`src/rtl/ifetch_pkg.sv`:
```
// ifetch_pkg: shared types and constants for the instruction fetch queue.
package ifetch_pkg;

    localparam logic [31:0] IFETCH_NOP = 32'h0000_0013;

    typedef struct packed {
        logic [31:0] pc;
        logic [31:0] inst;
        logic        err;
    } ifetch_entry_t;

endpackage

```
`src/rtl/ifetch_fifo.sv`:
```
// ifetch_fifo: DEPTH-entry register FIFO of fetched instructions with flush.
module ifetch_fifo
    import ifetch_pkg::*;
#(
    parameter int DEPTH = 4
) (
    input  logic                     clk,
    input  logic                     rstn,
    input  logic                     push,
    input  logic                     pop,
    input  logic                     flush,
    input  ifetch_entry_t            din,
    output ifetch_entry_t            dout,
    output logic [$clog2(DEPTH):0]   count
);

    localparam int AW = $clog2(DEPTH);

    ifetch_entry_t  mem [DEPTH];
    logic [AW-1:0]  rd_ptr;
    logic [AW-1:0]  wr_ptr;

    always_ff @(posedge clk) begin
        if (!rstn || flush) begin
            rd_ptr <= '0;
            wr_ptr <= '0;
            count  <= '0;
        end else begin
            rd_ptr <= rd_ptr + AW'(pop);
            wr_ptr <= wr_ptr + AW'(push);
            count  <= count + (AW+1)'(push) - (AW+1)'(pop);
        end
    end

    // Storage is not reset; the caller never pushes during flush or reset.
    always_ff @(posedge clk) begin
        if (push)
            mem[wr_ptr] <= din;
    end

    assign dout = mem[rd_ptr];

endmodule

```
`src/rtl/inst_fetch_queue.sv`:
```
// inst_fetch_queue: fetch PC owner feeding a decode FIFO from a combinational ROM.
// IFETCH_MISALIGN_CHK_EN: misaligned redirect/reset PC queues one faulting entry and halts.
module inst_fetch_queue
    import ifetch_pkg::*;
#(
    parameter int          DEPTH      = 4,
    parameter logic [31:0] RESET_PC   = 32'h0000_0000,
    parameter int          IROM_SPACE = 1024
) (
    input  logic        clk,
    input  logic        rstn,
    input  logic        fetch_en,
    input  logic        redirect_valid,
    input  logic [31:0] redirect_pc,
    output logic [31:0] inst_addr,
    input  logic [31:0] inst_i,
    output logic        out_valid,
    input  logic        out_ready,
    output logic [31:0] out_inst,
    output logic [31:0] out_pc,
    output logic        out_err
);

    localparam int CW = $clog2(DEPTH) + 1;
    localparam logic [CW-1:0] FULL = CW'(DEPTH);

    logic [31:0]   fetch_pc;
    logic [31:0]   load_pc;
    logic [CW-1:0] count;
    logic          pop;
    logic          space;
    logic          in_range;
    logic          push;
    logic          push_norm;
    logic          push_fault;
    ifetch_entry_t din;
    ifetch_entry_t head;

    assign pop      = out_valid & out_ready;
    assign space    = (count < FULL) | pop;
    // 33-bit compare so PCs near 2^32 cannot wrap back into range.
    assign in_range = ({1'b0, fetch_pc} + 33'd3) < 33'(IROM_SPACE);

`ifdef IFETCH_MISALIGN_CHK_EN
    localparam logic [31:0] RST_PC = RESET_PC;
    logic halted;
    logic fault_pend;
    assign load_pc    = redirect_pc;
    assign push_fault = fetch_en & ~redirect_valid & fault_pend & space;
    assign push_norm  = fetch_en & ~redirect_valid & ~halted & ~fault_pend & space;
    always_ff @(posedge clk) begin
        if (!rstn) begin
            fault_pend <= RESET_PC[1:0] != 2'b00;
            halted     <= RESET_PC[1:0] != 2'b00;
        end else if (redirect_valid) begin
            fault_pend <= redirect_pc[1:0] != 2'b00;
            halted     <= redirect_pc[1:0] != 2'b00;
        end else if (push_fault) begin
            fault_pend <= 1'b0;
        end
    end
`else
    localparam logic [31:0] RST_PC = {RESET_PC[31:2], 2'b00};
    assign load_pc    = redirect_pc & 32'hFFFF_FFFC;
    assign push_fault = 1'b0;
    assign push_norm  = fetch_en & ~redirect_valid & space;
`endif

    assign push = push_norm | push_fault;
    assign din  = '{pc: fetch_pc, inst: (push_fault | ~in_range) ? IFETCH_NOP : inst_i, err: push_fault};

    always_ff @(posedge clk) begin
        if (!rstn)
            fetch_pc <= RST_PC;
        else if (redirect_valid)
            fetch_pc <= load_pc;
        else if (push_norm)
            fetch_pc <= fetch_pc + 32'd4;
    end

    ifetch_fifo #(.DEPTH(DEPTH)) u_fifo (
        .clk   (clk),
        .rstn  (rstn),
        .push  (push),
        .pop   (pop),
        .flush (redirect_valid),
        .din   (din),
        .dout  (head),
        .count (count)
    );

    assign inst_addr = fetch_pc;
    assign out_valid = count != '0;
    assign out_inst  = head.inst;
    assign out_pc    = head.pc;
    assign out_err   = out_valid & head.err;

endmodule
```
`config.mk`:
```
export PLATFORM = sky130hd
export DESIGN_NAME = inst_fetch_queue
export DESIGN_NICKNAME = d
export VERILOG_FILES = /design/src/rtl/ifetch_pkg.sv /design/src/rtl/ifetch_fifo.sv /design/src/rtl/inst_fetch_queue.sv
export SDC_FILE = /design/constraint.sdc
export NUM_CORES = 1
export LEC_CHECK = 0
export CAP_MARGIN = 25
export CORE_MARGIN = 1.5
export CORE_UTILIZATION = 40
export CTS_CLUSTER_DIAMETER = 50
export DETAILED_ROUTE_END_ITERATION = 8
export SLEW_MARGIN = 5
export SYNTH_ARGS = -nofsm -noshare
export SYNTH_HDL_FRONTEND = slang
export SYNTH_HIERARCHICAL = 1
export SYNTH_SLANG_ARGS = --single-unit
```
`constraint.sdc`:
```
create_clock -name clk -period 10.1 [get_ports clk]
set_clock_uncertainty 0.05 [all_clocks]
set_input_delay 2.02 -clock clk [delete_from_list [all_inputs] [get_ports clk]]
set_output_delay 2.02 -clock clk [all_outputs]
set_load 0.05 [all_outputs]
```
After elaboration in Yosys (flattened, before gate mapping)
Memory sizes are Yosys's and may differ from the RTL's. A register that Yosys moved wholly into a read port is not among the register bits. Index checks and enable logic that the tools add are counted.

Memories kept: 1. Output and inout bits: 98. Register bits: 39. Bits of input ports: 69. RAM bits: 256.

Memory list: u_fifo.mem (words 4, bits a word 64, read ports 1, clocked after Yosys merged registers in 1, wr ports 1, RTL line ifetch_fifo.sv:19) `ifetch_entry_t mem [DEPTH];`.

Muxes and demuxes: 6. Reduce and logical (&&, ||, !) cells: 5. $add $sub $neg: 6. Magnitude comparators: 2. Bitwise logic cells: 7.

Operators with widths (count): $mux W32 (3); $add A32 B2 Y33 const B (1); $lt A33 B11 Y1 const B (1); $add A32 B3 Y32 const B (1); $add A2 B1 Y2 (2); $add A3 B1 Y3 (1); $and A1 B1 Y1 (3); $lt A3 B3 Y1 const B (1); $reduce_bool A3 Y1 (1); $sub A3 B1 Y3 (1); $mux W1 (2); $mux W2 (1); $not A1 Y1 (2); $reduce_bool A2 Y1 (1); $reduce_or A2 Y1 (1); $and A1 B1 Y1 const B (1); $logic_not A1 Y1 (1); $logic_or A1 B1 Y1 (1); $or A1 B1 Y1 (1).

Logic depth before layout (Yosys ltp)
Depth after elaboration: 6. Gate-level depth with buffers: 11. Gate-level depth less buffers: 11.

By module
Netlist, hierarchy kept.

Modules (own cells, without submodules): ifetch_fifo (area an instance 9758.1 um^2, times used 1, cells each 371); inst_fetch_queue (area an instance 2436.1 um^2, times used 1, cells each 295).

Worst setup path after synthesis
Ideal clock, no wire load.

Kind: in2reg. From: input port out_ready. To: memory u_fifo/mem[1][0] in the netlist's numbering (enable). Data required time: 9.469 ns. Arrival time: 7.341 ns. Library setup time: 0.581 ns. Path buffers: 0. Setup slack: 2.128 ns. Stages: 5. Cell sequence: nand2b_1 -> nand2_1 -> nor2_1 -> inv_1 -> nor3b_1.

Cells in the longest elaborated chain, start to end: 5.

RTL lines: start: declaration (RTL line inst_fetch_queue.sv:18) `input logic out_ready,`; $and A1 B1 Y1 (RTL line inst_fetch_queue.sv:39) `assign pop = out_valid & out_ready;`; $or A1 B1 Y1 (RTL line inst_fetch_queue.sv:40) `assign space = (count < FULL) | pop;`; $and A1 B1 Y1 (RTL line inst_fetch_queue.sv:66) `assign push_norm = fetch_en & ~redirect_valid & space;`; net push (RTL line inst_fetch_queue.sv:33) `logic push;`; $mux W1 (RTL line ifetch_fifo.sv:37) `if (push)`; $mux W1 (not written as such) (RTL line ifetch_fifo.sv:38) `mem[wr_ptr] <= din;`; end: declaration (RTL line ifetch_fifo.sv:19).

The timed path passes the listed nets, and every way through them passes these cells.

==> impl_results.md <==
* Worst slew margin at about a third
* Netlist cell types at 54
* Most frequent cells after synthesis: edfxtp_1 (260), mux4_2 (65), and2_1 (39)
* Port Buffers at approximately 160
* Yosys top cell by area: edfxtp_1
* Top FF cell, synth: edfxtp_1
* Final worst slack at around 4.7 ns
* Req. time, crit path at around 8.0 ns
* Largest net degree at the start of global routing at 67
* Row count at 63
* Seq pwr share at approximately 48%
* Type of destination of the critical path: output port
* GR Overflow Total at 0
* Clock sinks at 297
* CTS H-tree lvls at 2
* Fin Hold WS at slightly above 0.5 ns
* First-pass GRT wire length at 39,300 um
* Iter 0 DRT Violations at around 430
* Final min period at ~5.4 ns
* Number of synthesized flops with an enable pin at 260
* Worst setup SP type: flop
* Critical path fanouts, max at 44
* Post-DRT Antenna Nets at 0
* Setup-failing EPs final at 0
* Core box area at approximately 30,000 um2
* Final net count at 901
* VDD IR max at between 0.0001 and 0.00015 V
* CTS Buf Count at 37
* Most numerous cell in the Yosys netlist: edfxtp_1
* Wire length per cell at approximately 21 um
* Reg clk slew, reported paths at roughly 0.050 ns
* Hold WC Path Type: flop to flop
* CTS tree: done
* Final core occ at roughly half
* Actual slew at the worst max-slew pin at 1.02 ns
* Area contributors post-synth: edfxtp_1 (64%), mux4_2 (12%), dfxtp_1 (6.1%)
* 1st-pass router iterations at 5
* Syn Inst Count at 666
* GRT Util Overall at about 17%
* Post-CTS Setup Inserts at 0
* Yosys reg bits at 297
* Worst-path cell chain: buf_4 -> mux4_2 -> clkdlybuf4s50_1
* Die Ht at ~180 um
* Final period utilization at between 50% and 60%
* Non-filler cells, final at 1,241
* YS warnings at 6
* Dpl ws at around 5 ns
* ANT cells at 0
* Final setup TNS at 0 ns
* Post-DR vias/cell at 5.18
* Layout cells sized above 1 at a little under a fifth
* WP data arrival at between 3 and 4 ns
* Seq/Total Area, Yosys at roughly 70%
* Starting Density at 40.9%
* Initial antenna violation count at 1
* GPL Wtd Cong at approximately 0.8
* Power Density at about 190 nW/um2
* Net switching power at around 660 uW
* Placement Cell Area at 13,900 um2
* Placed instance count at approximately 1,200
* Top-area cell type share of the netlist area at approximately 64%
* Fin area at approximately 15,000 um2
* Status: finished, final reports clean
* Die area at between 30,000 and 40,000 um2
* LEAKAGE at 4.96 nW
* IO Pins at around 170
* Synth Cell Area at between 10,000 and 15,000 um2
* CP max-delay cell: buf_4
* Post_cts resized at 0
* Vias in the first global route at approximately 6,800
* Syn avg cell area at ~18 um2
* Final Hold Fails at 0
* Root Buffer: clkbuf_16
* Switching share of power at between 20% and 30%
* DRC Markers at 0
* Pint at about 2.2 mW
* Via count at between 6,000 and 7,000
* Hpwl dp at between 15,000 and 20,000 um
* Final WL at 25,700 um
* Clk buf depth at 3
* Max Freq at 185 MHz
* Max-cap viol count at 0
* RSZ-0062 raised after global routing: no
* Area Growth Syn to Fin at 24.5%
* Critical path class: flop to output port
* Post-CTS Hold Buffers at 0
* Clk pwr share at 43.9%
* Combinational Power Share at under 10%
* Largest stage delay on the critical path at between 0.8 and 0.9 ns
* Pins over their slew limit at 0
* Die Wd at about 180 um
* Ys async rst share at 0%
* Tot Pwr at between 2 and 3 mW
* Worst-skew pair later-pin latency at 0.50 ns
[cells in the final DEF (no fill, tap or decap), types with 3 or more instances in the layout]
| cell | n |
|---|---|
| nor4_4 | 8 |
| clkbuf_16 | 37 |
| buf_4 | 10 |
| and2_1 | 39 |
| inv_1 | 11 |
| bufinv_16 | 4 |
| nor3_1 | 10 |
| dfxtp_1 | 35 |
| nor4_1 | 9 |
| conb_1 | 14 |
| nand3_1 | 8 |
| ha_1 | 5 |
| clkinv_1 | 3 |
| nand4_1 | 10 |
| o21ai_0 | 24 |
| clkinv_4 | 4 |
| clkinv_2 | 7 |
| xnor2_1 | 18 |
| and3_1 | 6 |
| nor2_1 | 9 |
| a21oi_1 | 15 |
| o211a_1 | 3 |
| clkdlybuf4s50_1 | 162 |
| xor2_1 | 5 |
| clkbuf_1 | 4 |
| nand2_1 | 13 |
| edfxtp_1 | 260 |
| nand2b_1 | 9 |
| and4_1 | 3 |
| mux4_2 | 65 |
| a211oi_1 | 3 |
[worst paths after layout]
kind / startpoint / to / slack [ns] / cells after the start
worst min-delay path: inst_addr[9]$_SDFFE_PN0P_ / u_fifo/mem[2][42]$_DFFE_PP_ / 0.51 / 0
worst max register to register: u_fifo/count[2]$_SDFF_PP0_ / u_fifo/mem[2][51]$_DFFE_PP_ / 7.25 / 6
worst min register to register: inst_addr[9]$_SDFFE_PN0P_ / u_fifo/mem[2][42]$_DFFE_PP_ / 0.51 / 0
worst max-delay path: u_fifo/rd_ptr[0]$_SDFF_PP0_ / out_pc[2] / 4.69 / 3
[layer usage]
metal / track usage, % / up-vias / part of all wire, %
met2: 27.9 / 225 / 49
met4: 4.41 / 2 / 1.8
met5: 0 / - / 0.062
met3: 3.28 / 37 / 6.3
li1: - / 2906 / -
met1: 22.0 / 3263 / 43
[power groups by stage]
stage	Clock, mW	Combinational (mW)	Sequential (mW)
after global placement	0	0.240	1.41
after CTS	1.31	0.242	1.38
final	1.27	0.240	1.38
after floorplan	0	0.168	1.40
after detailed placement	0	0.241	1.41
after global routing	1.35	0.253	1.39
[state kept, by name, summed over array words and instances (netlist names)]
register       cells
u_fifo/mem       260
inst_addr         30
u_fifo/count       3
u_fifo/rd_ptr      2
u_fifo/wr_ptr      2
[final cells by class]
| type | instances | area (um2) |
|---|---|---|
| Multi-Input combinational cell | 304 | 3130 |
| Tap cell | 390 | 488 |
| Timing Repair Buffer | 175 | 1770 |
| Clock inverter | 22 | 238 |
| Clock buffer | 42 | 955 |
| Sequential cell | 297 | 8560 |
| Inverter | 11 | 41.3 |
| Fill cell | 2458 | 14600 |
[kinds of logic (layout without fill, tap and decap cells)]
kind of cell	Yosys count	after routing	share of synthesized area (%)
AOI/OAI and AO/OA	54	54	2.66
xor gates and xnor gates	24	24	1.84
adders and majority gates	6	6	0.677
buffers and inverters	78	250	4.85
DFF	297	297	70.1
muxes	66	66	12.1
other	1	14	0.0308
and+or+nand+nor	140	140	7.76
[critical path, delay by kind of cell, from the launching register on]
| kind | cells | cell delay (ns) |
|---|---|---|
| DFF | 1 | 0.66 |
| muxes | 1 | 0.61 |
| buffers and inverters | 2 | 1.57 |
Note: power is estimated with default switching activity, not from simulation.
